`src/rtl/mole_judge.sv`:
```
// mole_judge -- Whac-A-Mole game core.
//   Takes one-cycle press pulses from the per-hole debouncers and picks mole
//   holes with a free-running 16-bit Galois LFSR. Each mole is visible for a
//   fixed window, then judged as a hit or a miss. Keeps a saturating 4-digit
//   BCD score and a binary miss count, and ends the game after MAX_MISSES.
// Ports:
//   clk        system clock
//   rst_n      synchronous reset, active HIGH (the name is historical)
//   start      one-cycle start pulse (honoured in IDLE and OVER only)
//   press      one-cycle press pulses, bit i = hole i (judged in UP only)
//   mole       one-hot lit hole, zero when no mole is shown
//   score_bcd  BCD hit count, holds at 16'h9999
//   misses     binary miss count
//   hit_pulse  one cycle per hit
//   miss_pulse one cycle per miss (wrong hole or timeout)
//   playing    high in GAP or UP
//   game_over  high in OVER
// All outputs are registered.
module mole_judge #(
    parameter int          N_HOLES    = 8,
    parameter int          UP_CYCLES  = 25_000_000,
    parameter int          GAP_CYCLES = 12_500_000,
    parameter int          MAX_MISSES = 5,
    parameter logic [15:0] LFSR_SEED  = 16'hACE1
) (
    input  logic               clk,
    input  logic               rst_n,
    input  logic               start,
    input  logic [N_HOLES-1:0] press,
    output logic [N_HOLES-1:0] mole,
    output logic [15:0]        score_bcd,
    output logic [3:0]         misses,
    output logic               hit_pulse,
    output logic               miss_pulse,
    output logic               playing,
    output logic               game_over
);
    localparam int IDXW = $clog2(N_HOLES);
    localparam int TMAX = (UP_CYCLES > GAP_CYCLES) ? UP_CYCLES : GAP_CYCLES;
    localparam int TW   = $clog2(TMAX);
    localparam logic [TW-1:0] UP_LOAD  = TW'(UP_CYCLES - 1);
    localparam logic [TW-1:0] GAP_LOAD = TW'(GAP_CYCLES - 1);
    localparam logic [3:0]    MAXM     = 4'(MAX_MISSES);

    typedef enum logic [1:0] {IDLE, GAP, UP, OVER} state_t;

    state_t          state;
    logic [TW-1:0]   timer;
    logic [15:0]     lfsr, lfsr_nxt;
    // Hole of the current mole; it also serves as the "previous hole" when
    // the next one is picked, since it is only rewritten on entry to UP.
    logic [IDXW-1:0] idx;
    logic [IDXW-1:0] cand, pick;
    logic [15:0]     score_inc;
    logic            carry;
    logic [3:0]      misses_inc;

    assign lfsr_nxt   = {1'b0, lfsr[15:1]} ^ (lfsr[0] ? 16'hB400 : 16'h0000);
    assign misses_inc = misses + 4'd1;

    // Fold the raw LFSR bits into range, then step past the previous hole so
    // the same hole never lights twice in a row.
    always_comb begin
        cand = lfsr[IDXW-1:0];
        if (int'(cand) >= N_HOLES)
            cand = cand - IDXW'(N_HOLES);
        pick = cand;
        if (cand == idx)
            pick = (int'(cand) == N_HOLES - 1) ? '0 : cand + IDXW'(1);
    end

    // BCD +1 with ripple carry across digits; 9999 holds.
    always_comb begin
        score_inc = score_bcd;
        carry     = 1'b1;
        if (score_bcd != 16'h9999) begin
            for (int d = 0; d < 4; d++) begin
                if (carry) begin
                    if (score_bcd[4*d +: 4] == 4'd9) begin
                        score_inc[4*d +: 4] = 4'd0;
                    end else begin
                        score_inc[4*d +: 4] = score_bcd[4*d +: 4] + 4'd1;
                        carry = 1'b0;
                    end
                end
            end
        end
    end

    always_ff @(posedge clk) begin
        if (rst_n) begin
            state      <= IDLE;
            timer      <= '0;
            lfsr       <= LFSR_SEED;
            idx        <= '0;
            mole       <= '0;
            score_bcd  <= '0;
            misses     <= '0;
            hit_pulse  <= 1'b0;
            miss_pulse <= 1'b0;
            playing    <= 1'b0;
            game_over  <= 1'b0;
        end else begin
            lfsr       <= lfsr_nxt;
            hit_pulse  <= 1'b0;
            miss_pulse <= 1'b0;
            case (state)
                IDLE, OVER: begin
                    if (start) begin
                        state     <= GAP;
                        timer     <= GAP_LOAD;
                        score_bcd <= '0;
                        misses    <= '0;
                        playing   <= 1'b1;
                        game_over <= 1'b0;
                    end
                end
                GAP: begin
                    if (timer == '0) begin
                        state <= UP;
                        idx   <= pick;
                        mole  <= N_HOLES'(1) << pick;
                        timer <= UP_LOAD;
                    end else begin
                        timer <= timer - TW'(1);
                    end
                end
                UP: begin
                    // Any press is judged before a coincident timeout.
                    if ((|press) || timer == '0) begin
                        mole  <= '0;
                        timer <= GAP_LOAD;
                        if (press[idx]) begin
                            hit_pulse <= 1'b1;
                            score_bcd <= score_inc;
                            state     <= GAP;
                        end else begin
                            miss_pulse <= 1'b1;
                            misses     <= misses_inc;
                            if (misses_inc == MAXM) begin
                                state     <= OVER;
                                playing   <= 1'b0;
                                game_over <= 1'b1;
                            end else begin
                                state <= GAP;
                            end
                        end
                    end else begin
                        timer <= timer - TW'(1);
                    end
                end
                default: state <= IDLE;
            endcase
        end
    end
endmodule
```
`config.mk`:
```
export PLATFORM = sky130hd
export DESIGN_NAME = mole_judge
export DESIGN_NICKNAME = d
export VERILOG_FILES = /design/src/rtl/mole_judge.sv
export SDC_FILE = /design/constraint.sdc
export NUM_CORES = 1
export LEC_CHECK = 0
export BUFFER_PORTS_ARGS = -buffer_cell sky130_fd_sc_hd__buf_4
export CAP_MARGIN = 20
export CELL_PAD_IN_SITES_DETAIL_PLACEMENT = 0
export CELL_PAD_IN_SITES_GLOBAL_PLACEMENT = 1
export CORE_ASPECT_RATIO = 0.5
export CORE_MARGIN = 4
export CORE_UTILIZATION = 45
export CTS_CLUSTER_SIZE = 24
export DETAILED_ROUTE_END_ITERATION = 16
export PLACE_DENSITY = 0.84
export SLEW_MARGIN = 0
export SYNTH_ARGS = -nofsm -noshare
export SYNTH_HDL_FRONTEND = slang
export SYNTH_SLANG_ARGS = --single-unit
```
`constraint.sdc`:
```
create_clock -name clk -period 2.6 [get_ports clk]
set_clock_uncertainty 0.05 [all_clocks]
set_input_delay 0.26 -clock clk [delete_from_list [all_inputs] [get_ports clk]]
set_output_delay 0.26 -clock clk [all_outputs]
set_load 0.01 [all_outputs]
```
# Word-level counts from Yosys, hierarchy flattened
# Cells that the tools add are included.
word_totals:
  regBits: 78
  input_bits: 11
  word_cells: 118
  output_inout_bits: 32
classes:
  bitwise: 3
  add_sub_neg: 7
  shift: 1
  n_reduce_logical: 17
  n_eq_ne: 21
  n_lt_le_gt_ge: 1
  n_mux: 54
ops:
  columns: ["cell", "count"]
  rows:
  - ["two-way mux 16 bit", 5]
  - ["two-way mux 25 bit", 3]
  - ["one-hot mux 25 bit (3 select lines)", 1]
  - ["two-way mux 4 bit", 10]
  - ["one-hot mux 16 bit (2 select lines)", 1]
  - ["logical NOT 25 bit", 1]
  - ["subtractor 25 x 1 -> 25 bit (second input constant)", 1]
  - ["adder 4 x 1 -> 4 bit (second input constant)", 5]
  - ["inequality test 2 bit (second input constant)", 10]
  - ["two-way mux 1 bit", 19]
  - ["AND reduction 6 bit", 3]
  - ["== test 4 bit (second input constant)", 4]
  - ["two-way mux 8 bit", 2]
  - ["inequality test 16 bit (second input constant)", 1]
  - ["one-hot mux 8 bit (2 select lines)", 1]
  - ["XOR 15 x 16 -> 16 bit", 1]
  - ["two-way mux 2 bit", 5]
  - ["AND reduction 5 bit", 2]
  - ["one-hot mux 4 bit (2 select lines)", 1]
  - ["OR reduction 8 bit", 1]
  - ["left shift 1 x 3 -> 8 bit (first input constant)", 1]
  - ["two-way mux 3 bit", 2]
  - ["one-hot mux 2 bit (3 select lines)", 1]
  - ["AND reduction 3 bit", 2]
  - ["17 further kinds", 21]

# Longest topological paths before layout
# Gate-level depths: netlist of the first run.
depth:
  depth_word: 12
  ltp_mapped: 9

# Least setup slack after synthesis of the first run
# OpenSTA, ideal clock, no wires.
synth_path:
  path_type: "reg-to-reg"
  startpoint: "register timer[0]"
  endpoint: "register timer[22]"
  n_path_buf: 2
  path_stages_with_launch: 10
  required_time_ns: 2.433
  path_slack_ns: 0.246
  t_arrival_ns: 2.187
  setup_time_ns: 0.117
  period_less_slack_ns: 2.354
  cell_sequence: "dfxtp_1 inv_1 ha_1 nor4b_2 and4_1 buf_2 buf_2 nand3_1 a221o_1 a22o_1"
synth_via:
  elab_chain_cells: 4
  word_cells_on_any_way: 6
  cone_classes: "add/sub: 1; mux: 3; reduce/logical: 2"
synth_rtl:
  columns: ["item", "line_no", "text"]
  rows:
  - ["from (decl)", "48", "logic [TW-1:0] timer;"]
  - ["from (signal assigned)", "125", "timer <= timer - TW'(1);"]
  - ["from (signal assigned)", "149", "timer <= timer - TW'(1);"]
  - ["branches (longest 3 deep; another with subtractor 25 x 1 -> 25 bit)", null, null]
  - ["one-hot mux 25 bit (3 select lines) *", "107", "case (state)"]
# Every way passes the cells marked *.
# A chain may end at the register's enable or synchronous reset.

# Worst setup path in the final report of the first run
layout_path:
  startpoint: "register timer[21]"
  endpoint: "register mole[4]"
layout_via:
  elab_chain_cells: 4
  word_cells_on_any_way: 5
  cone_classes: "eq/ne: 2; reduce/logical: 3"
layout_rtl:
  columns: ["item", "line_no", "text"]
  rows:
  - ["logical NOT 25 bit *", "119, 130", null]
  - ["logical OR 1 bit", "130", "if ((|press) || timer == '0) begin"]
  - ["inequality test 2 bit (no source line)", null, null]
  - ["AND reduction 3 bit (no source line) *", null, null]
  - ["to (signal assigned)", "122", "mole <= N_HOLES'(1) << pick;"]
  - ["to (decl)", "30", "output logic [N_HOLES-1:0] mole,"]
# Mark *: on every way between the ends. The rest lies on a longest branch, timed or not.

==> results of run 1 <==
==> per-layer routing <==
layer | part of all wire, % | vias up | GRT usage [%] | wire length, um
met3 | 5.5 | 16 | 5.889 | 628
met1 | 49 | 1931 | 28.49 | 5664
met5 | 0 | - | 0 | 0
met4 | 1.0 | 0 | 4.924 | 116
li1 | - | 2026 | - | -
met2 | 44 | 105 | 32.95 | 5047
==> worst paths after layout <==
kind,startpoint,depth (start not counted),slack (ps),endpoint
setup / recovery,timer[21],7,290,mole[4]
hold / removal,rst_n,2,200,score_bcd[1]
setup reg to reg,timer[21],7,290,mole[4]
hold reg to reg,lfsr[8],1,360,lfsr[7]
==> critical path, cell delays in order, from the launching register on <==
cell and delay (ps):
dfxtp_1 360, or4_4 560, nor4_4 340, buf_4 220, a21o_2 180, a21oi_1 80, buf_4 180, a22o_1 230
==> kinds of logic (layout without fill, tap and decap cells) <==
kind of cell / count (synthesis) / count (layout) / synth area share, %
simple gates: 199 / 199 / 25.02
compound gates: 140 / 140 / 23.70
flops: 78 / 78 / 36.74
buf+inv: 58 / 116 / 5.299
fa+ha+maj: 16 / 16 / 4.710
mux: 11 / 11 / 3.297
xor+xnor: 6 / 6 / 1.236
==> flip-flops by register name (all words and copies together), names as in the netlist <==
signal,cells
game_over,1
hit_pulse,1
idx,3
lfsr,16
miss_pulse,1
misses,4
mole,8
playing,1
score_bcd,16
state,2
timer,25
==> report_power, final <==
group / switching (W) / internal (W)
combinational: 0.000993 / 0.000656
clock: 0.000557 / 0.000667
sequential: 0.000169 / 0.00135
total: 0.00172 / 0.00267
==> area by class of cell <==
cell class | count | area, um^2
clock buffer | 9 | 225.2
clock inverter | 7 | 61.31
fill | 844 | 3844
inverter | 29 | 108.9
multi-input combinational | 372 | 2469
sequential | 78 | 1562
tap | 117 | 146.4
timing repair buffer | 71 | 533.0
==> cells in the final DEF (no fill, tap or decap), drive strengths merged, types with 6 or more instances in the layout <==
cell type	Yosys	layout
a21oi	24	24
a22o	7	7
a31oi	15	15
a32o	6	6
and3	7	7
buf	4	71
clkbuf	25	9
dfxtp	78	78
ha	16	16
inv	29	34
nand2	27	27
nand2b	6	6
nand3	19	19
nand4	7	7
nor2	48	48
nor2b	8	8
nor3	25	25
nor4	16	16
o21ai	19	19
o22ai	14	14
o311a	7	7
or2	8	8
or3	7	7
or4	6	6
xnor2	6	6
==> through the flow <==
step           util, %  setup WS (ps)  hold slack [ps]
2_1_floorplan        -          246.4            339.5
4_1_cts          57.05          301.5            184.7
5_1_grt          57.05          171.3            202.2
3_5_place_dp     53.85          334.3            346.1
3_3_place_gp     53.85          351.9            342.9
6_report         57.05          290.7            195.4
==> metrics.yaml, run 1 <==
placed_design:
  dpl-instance-area_mm2: 0.004818
  place_hpwl_um: 8113
  place_congestion: 0.8217
  portBuffers: 42
  placed_cells_incl_taps: 667
grt:
  grt_pass1_wl_um: 19420
  overflow: 0
  track_usage_pct: 20.89
  antenna_found_initial: 0
  grt_max_degree: 41
  grt_pass1_vias: 3841
pwr:
  power_w: 0.004389
  powerDensity_mw_per_mm2: 859.8
  leakagePower_nw: 2.032
  vdd_drop_max_uv: 408.7
synthesis:
  synth_cells: 508
  synth_commonest_cells: "dfxtp_1, nor2_1, inv_1"
  ys_types: 63
  synth_nets: 535
  yosysMostFrequentCell: "dfxtp_1"
  synth_top_cell_by_area: "dfxtp_1"
  synth_flop_cell: "dfxtp_1"
  syn_area_mm2: 0.004250
  synth_top_area_share_pct: 36.74
  ys_async_sr_fraction_pct: 0
  synth_area_leaders: "dfxtp_1, ha_1, nor2_1"
  syn_area_per_cell_um2: 8.367
  ys_ff_latch: 78
  ys_warn_count: 0
  seq_area_frac_synth_pct: 36.74
  synth_edf_count: 0
cts:
  root_buffer: "clkbuf_16"
  postCtsResizedCells: 0
  clk_path_buf_depth: 2
  cts_tree: "built"
  path_clk_slew_ps: 70
  clkSinkCount: 78
  htreeDepth: 3
  clk-insertion-delay-late_ps: 340
  post_cts_buffers: 0
  cts_buffers: 9
  holdBufCountCts: 0
sta:
  slew_violations: 0
  fmax_mhz: 433.0
  tightest_slew_ps: 863.1
  setup_tns_ps: 0
  period_share_pct: 88.82
  min_period_ps: 2309
  hold_viol: 0
  finalSetupViolCount: 0
  slew_headroom_pct: 42.40
  rsz0062_at_grt: "no"
critical_path:
  crit_fanout: 8
  worst-setup-path-type: "reg -> reg"
  critPathLaunchType: "flip-flop"
  cp.arrival_ps: 2490
  cp.required_ps: 2780
  end_kind: "flip-flop"
routing:
  routedWlPerCell_um: 16.77
  routed_via_density: 5.971
  wl_um: 11460
  vias: 4078
  drt_iter0_drc: 286
  drt-pass1-iter-count: 5
  postRouteAntennaNets: 0
  drcViolationCount: 0
floorplanning:
  rows: 24
  die_x_um: 145.4
  start_util_pct: 47.50
  core_area_mm2: 0.008949
  fp.dieH_um: 76.72
  pin_count: 43
  die-area_mm2: 0.01116
final_layout:
  fin_nets: 588
  area_growth_syn_to_layout_pct: 20.11
  final_cells: 683
  antenna_cells: 0
  drive_above_1_share_pct: 20.67
  final_cell_area_mm2: 0.005105
run:
  drv_cap: 0
min_path:
  min-delay-path-class: "in -> reg"
status:
  status: "finished clean"
Note: power is estimated with default switching activity, not from simulation.
==> inputs of run 2 (changes only) <==
Settings changed: SETUP_SLACK_MARGIN from default to 0.4.
==> run 2 against run 1 <==
Compared with the run above:
- sequential share of layout area fell by 0.28 points
- flip-flop and latch count unchanged
- highest routed layer unchanged
- critical path type unchanged
- global-route usage fell by 0.053 points
- non-clock buffer count shrank 10
- first-iteration DRC count fell by 11%
- critical path depth grew 1
- setup slack improved by 150 ps
- via count up 0.51%
- cell area increased by 1.2%
- register-to-register slack improved by 150 ps
- count of clock-buffer cells in the layout unchanged
- clock power about the same
==> metrics.yaml, run 2 (same netlist as run 1, synthesis figures left out) <==
final_layout:
  antenna_cells: 0  # unchanged
  final_cells: 674  # -1.3%
  fillers: 837  # -0.83%
  final_cell_mix: "dfxtp_1, buf_4, nor2_1, inv_1, nand2_1"
  reg_top3: "timer x25, lfsr x16, score_bcd x16"
  fin_nets: 579  # -1.5%
  area_growth_syn_to_layout_pct: 21.52
  largest_reg_flops: 25  # unchanged
  top_register: "timer"
  utilization_pct: 57.72  # +0.67 points
  final_common_cell: "dfxtp_1"
  multiInputGateArea_mm2: 0.002601  # +5.4%
  register_area_mm2: 0.001565  # +0.24%
  drive_above_1_share_pct: 23.88  # +3.2 points
min_path:
  min_from: "rst_n"
  min_delay_path_depth: 2  # unchanged
  holdPathEnd: "misses[3]"
  min-delay-path-class: "in -> reg"
cts:
  clk-insertion-delay-late_ps: 340  # about the same
  path_clk_slew_ps: 70  # about the same
  clk_path_buf_depth: 2  # unchanged
  root_buffer: "clkbuf_16"
  cts_buffers: 9  # unchanged
  clkSinkCount: 78  # unchanged
  holdBufCountCts: 0  # unchanged
  cts_tree: "built"
  htreeDepth: 3  # unchanged
sta:
  tightest_slew_ps: 938.1  # +74.99 ps
  worst_slack_ps: 437.0  # +146.3 ps
  rsz0062_at_grt: "yes"
  slew_headroom_pct: 37.39  # -5.0 points
  min_period_ps: 2163  # -146.3 ps
  setup_tns_ps: 0  # unchanged
  slew_violations: 0  # unchanged
  hold_viol: 0  # unchanged
  finalSetupViolCount: 0  # unchanged
  fmax_mhz: 462.3  # +6.8%
  period_share_pct: 83.19  # -5.6 points
  timing.hold.ws_ps: 228.8  # +33.35 ps
grt:
  grt_pass1_wl_um: 19470  # +0.28%
  overflow: 0  # unchanged
  antenna_found_initial: 0  # unchanged
  grt_max_degree: 37  # -9.8%
  track_usage_pct: 20.83  # -0.053 points
  grt_pass1_vias: 3862  # +0.55%
critical_path:
  critPathLaunchType: "flip-flop"
  crit_path_cell_trace: "inv_1 > ha_1 > inv_1 > nor3_1 > a311oi_1 > buf_4 > o32ai_1 > a32o_1"
  end_kind: "flip-flop"
  crit_buf_inv: 3  # +1
  critPathTopFamily: "compound AO/OA/AOI/OAI gates"
  cp.required_ps: 2780  # about the same
  r2r_cells: 8  # +1
  cp.arrival_ps: 2340  # -150 ps
  worst-setup-path-type: "reg -> reg"
  r2r_setup_slack_ps: 440  # +150 ps
  crit_fanout: 11  # +3
  r2r-start: "state[1]"
  crit_path_max_incr_delay_ps: 420  # -140 ps
  cp_slowest_cell: "a311oi_1"
  crit_start: "state[1]"
  worstReg2RegEnd: "timer[2]"
  crit_top_cell: "inv_1"
placed_design:
  place_congestion: 0.8309  # +1.1%
  dp_slack_ps: 244.1  # -90.24 ps
  portBuffers: 42  # unchanged
  placed_cells_incl_taps: 656  # -1.6%
  place_hpwl_um: 8087  # -0.32%
routing:
  routed_via_density: 6.082  # +1.9%
  postRouteAntennaNets: 0  # unchanged
  routedWlPerCell_um: 17.22  # +2.7%
  drcViolationCount: 0  # unchanged
  drt-pass1-iter-count: 6  # +1
  drt_iter0_drc: 255  # -11%
  vias: 4099  # +0.51%
  wl_um: 11610  # +1.3%
pwr:
  leakagePower_nw: 2.002  # -1.5%
  vdd_drop_max_uv: 447.0  # +9.4%
  powerDensity_mw_per_mm2: 865.1  # +0.62%
floorplanning:
  rows: 24  # unchanged
  start_util_pct: 47.50  # unchanged
  pin_count: 43  # unchanged
  die_x_um: 145.4  # unchanged
  fp.dieH_um: 76.72  # unchanged
  die-area_mm2: 0.01116  # unchanged
  core_area_mm2: 0.008949  # unchanged
status:
  status: "finished clean"
run:
  drv_cap: 0  # unchanged
-- run 2: cell types whose count changed in the layout (fill, tap and decap cells not counted), sizes merged --
cell,previous run,this run
clkinv,0,3
inv,34,32
clkinvlp,2,1
buf,71,61
and4,2,3
-- run 2: layer usage --
metal	GRT usage, %	vias up	wire [um]
met5	0	-	0
met4	5.114	0	148
met3	4.535	15	645
met2	32.29	118	5072
met1	29.62	1958	5742
li1	-	2008	-
-- run 2: worst max path at each step --
stage,to,slack [ps],cells past startpoint
global route,timer[2],290,8
detailed placement,idx[2],240,7
global placement,timer[14],260,6
floorplan,timer[22],390,9
CTS,misses[2],390,5
finish,timer[2],440,8
-- run 2: what timing repair did --
action | in CTS | in global routing
pin swaps | 1 | 0
setup endpoints to repair | 40 | 40
resized for setup | 6 | 26
cloned | 0 | 1
buffers inserted | 1 | 0
-- run 2: cell type report --
cell class | instances | share of cell area, %
flip-flops and latches | 78 | 30.31
repair buffers | 61 | 8.939
clock inverters | 7 | 1.090
multi-input cells | 373 | 50.36
well taps | 117 | 2.834
inverters | 29 | 2.108
clock buffers | 9 | 4.360
-- run 2: where the power goes --
group / internal, W / switching [W] / leakage [nW] / total [W]
Sequential: 0.00135 / 0.000190 / 0.639 / 0.00154
Combinational: 0.000689 / 0.00105 / 1.23 / 0.00174
Clock: 0.000658 / 0.000533 / 0.137 / 0.00119
-- run 2: worst reg2reg max path, stage by stage, from the launching register on --
cell	delay [ps]
dfxtp_1	340
inv_1	70
ha_1	290
inv_1	190
nor3_1	90
a311oi_1	420
buf_4	270
o32ai_1	100
a32o_1	220
-- run 2: through the flow --
step / area, um^2 / power (W)
finish: 5165 / 0.004468
global route: 5165 / 0.004765
CTS: 5052 / 0.004350
detailed placement: 4748 / 0.003128
global placement: 4748 / 0.003112
floorplan: 4272 / 0.002675
==> inputs of run 3 (changes only) <==
Settings changed: ABC_AREA from default to 1, CORE_UTILIZATION 45 to 43.
Clock period 2.6 ns to 2.2 ns, I/O delays scaled along.
==> run 3 against run 2 <==
Compared with the run above:
- first-iteration DRC count down 9.0%
- via count rose by 4.0%
- register-to-register slack lost 30 ps
- power grew 37%
- clock power is 22% higher
- combinational power is 57% higher
- synthesized cell count rose by 32%
- non-clock buffer count increased by 13
- routed wire length is 1.4% lower
- worst hold slack improved by 58 ps
- die area is 11% higher
- critical path type unchanged
- critical endpoint is now score_bcd[13]
==> metrics.yaml, run 3 <==
sta:
  min_period_ps: 1793  # -370.4 ps
  setup_tns_ps: 0  # unchanged
  rsz0062_at_grt: "yes"
  period_share_pct: 81.48  # -1.7 points
  fmax_mhz: 557.8  # +21%
  hold_viol: 0  # unchanged
  slew_headroom_pct: 63.60  # +26 points
  slew_violations: 0  # unchanged
  tightest_slew_ps: 546.0  # -392.1 ps
  finalSetupViolCount: 0  # unchanged
routing:
  routed_via_density: 4.800  # -21%
  drcViolationCount: 0  # unchanged
  drt_iter0_drc: 232  # -9.0%
  wl_um: 11450  # -1.4%
  vias: 4262  # +4.0%
  routedWlPerCell_um: 12.89  # -25%
  drt-pass1-iter-count: 4  # -2
  postRouteAntennaNets: 0  # unchanged
synthesis:
  ys_async_sr_fraction_pct: 0  # unchanged
  yosysMostFrequentCell: "nand2_1"
  ys_ff_latch: 78  # unchanged
  synth_top_cell_by_area: "dfxtp_1"
  syn_area_per_cell_um2: 6.774  # -19%
  synth_cells: 671  # +32%
  ys_types: 43  # -32%
  ys_warn_count: 0  # unchanged
  synth_commonest_cells: "nand2_1, nor2_1, inv_1"
  syn_area_mm2: 0.004546  # +6.9%
  synth_top_area_share_pct: 34.35  # -2.4 points
  synth_nets: 698  # +30%
  seq_area_frac_synth_pct: 34.35  # -2.4 points
  synth_edf_count: 0  # unchanged
  synth_flop_cell: "dfxtp_1"
  synth_area_leaders: "dfxtp_1, nand2_1, nor2_1"
placed_design:
  portBuffers: 42  # unchanged
  place_hpwl_um: 8093  # about the same
  place_congestion: 0.7879  # -5.2%
critical_path:
  crit_fanout: 6  # -5
  end_kind: "flip-flop"
  r2r_setup_slack_ps: 410  # -30 ps
  crit_path_max_incr_delay_ps: 340  # -80 ps
  cp.required_ps: 2380  # -400 ps
  cp_slowest_cell: "dfxtp_2"
  worst-setup-path-type: "reg -> reg"
  cp.arrival_ps: 1970  # -370 ps
  critPathLaunchType: "flip-flop"
  crit_path_cell_trace: "inv_2 > ha_4 > nand3b_1 > nand2_2 > nand3b_1 > nor2_1 > nand3_2 > nor2_4 > nand2_1 > nand2_1 > nor2_1"
floorplanning:
  pin_count: 43  # unchanged
  die-area_mm2: 0.01238  # +11%
  core_area_mm2: 0.01025  # +15%
  die_x_um: 153.4  # +5.5%
  start_util_pct: 44.36  # -3.1 points
  rows: 26  # +8.3%
  fp.dieH_um: 80.70  # +5.2%
grt:
  grt_use_met3_pct: 5.005  # +0.47 points
  grt_max_degree: 47  # +27%
  overflow: 0  # unchanged
  gr-usage-met2_pct: 29.91  # -2.4 points
  grt_pass1_wl_um: 19080  # -2.0%
  antenna_found_initial: 0  # unchanged
  grt_util_met1_pct: 26.12  # -3.5 points
  grt_pass1_vias: 3965  # +2.7%
  busiest_layer: "met2"
  track_usage_pct: 19.00  # -1.8 points
final_layout:
  final_common_cell: "nand2_1"
  reg_top3: "timer x25, lfsr x16, score_bcd x16"
  fillers: 983  # +17%
  multiInputGateArea_mm2: 0.002766  # +6.3%
  drive_above_1_share_pct: 29.01  # +5.1 points
  largest_reg_flops: 25  # unchanged
  top_register: "timer"
  antenna_cells: 0  # unchanged
  register_area_mm2: 0.001583  # +1.1%
  final_cell_mix: "nand2_1, nor2_1, inv_1, buf_4, dfxtp_1"
  area_growth_syn_to_layout_pct: 27.53
  fin_nets: 770  # +33%
cts:
  clk_path_buf_depth: 2  # unchanged
  path_clk_slew_ps: 70  # about the same
  cts_buffers: 9  # unchanged
  htreeDepth: 3  # unchanged
  root_buffer: "clkbuf_16"
  cts_tree: "built"
  clk-insertion-delay-late_ps: 340  # about the same
  holdBufCountCts: 0  # unchanged
  clkSinkCount: 78  # unchanged
pwr:
  powerDensity_mw_per_mm2: 1053  # +22%
  leakagePower_nw: 2.742  # +37%
  vdd_drop_max_uv: 414.2  # -7.3%
  power_w: 0.006102  # +37%
min_path:
  min-delay-path-class: "in -> reg"
run:
  drv_cap: 0  # unchanged
status:
  status: "finished clean"
[run 3: cell types whose count changed after synthesis, sizes merged, moves of 15 or more]
cell	delta
nand2	+138
inv	+74
nor2	+60
nand3	+34
nor3	-18
clkbuf	-17
a31oi	-15
[run 3: final timing paths]
path	from	cells past startpoint	end
hold / removal	rst_n	2	lfsr[3]
hold reg to reg	lfsr[15]	2	lfsr[14]
setup reg to reg	score_bcd[1]	11	score_bcd[13]
setup / recovery	score_bcd[1]	11	score_bcd[13]
[run 3: cells by family (layout without fill, tap and decap cells)]
family	Yosys count	count (layout)	share of synthesized area (%)
XOR/XNOR	21	21	4.789
AND/OR/NAND/NOR	364	364	37.60
adder cells (fa/ha/maj)	16	16	4.404
flip-flops	78	78	34.35
buffers and inverters	119	196	10.21
AO/OA/AOI/OAI	73	73	8.643
[run 3: metal layers]
| metal | share of wire (%) | wire (um) |
|---|---|---|
| met1 | 50 | 5761 |
| met2 | 44 | 5018 |
| met3 | 4.9 | 562 |
| met4 | 0.89 | 102 |
| met5 | 0 | 0 |
[run 3: timing repair]
item,4_1_cts,5_1_grt
resized for setup,13,77
setup endpoints to repair,54,59
gates cloned,0,1
setup buffers,3,19
pin swaps,5,29
[run 3: critical path: cells and delay by family, from the launching register on]
family	cells	cell delay [ps]
and+or+nand+nor	9	1100
DFF	1	340
adders and majority gates	1	120
buffers and inverters	1	80
[run 3: metrics by stage]
step	util (%)	instances	hold slack [ps]	instance area, um^2	setup WS (ps)
floorplan	-	671	338.3	4546	495.1
global placement	49.24	849	340.1	5046	324.8
detailed placement	49.24	849	342.9	5046	283.7
CTS	52.88	868	269.5	5419	399.0
global route	56.57	888	306.0	5797	290.6
finish	56.57	888	286.6	5797	407.4
[run 3: layout make-up]
type	count	area share, %
Tap cell	140	3.022
Sequential cell	78	27.30
Clock inverter	7	1.058
Clock buffer	9	3.885
Timing Repair inverter	1	0.1079
Timing Repair Buffer	74	9.929
Inverter	105	6.972
Multi-Input combinational cell	474	47.72
[run 3: power by group]
part           switching [W]  internal (W)  total [W]
clock               0.000663      0.000789    0.00145
combinational        0.00164       0.00109    0.00273
sequential          0.000244       0.00167    0.00192
total                0.00255       0.00355    0.00610
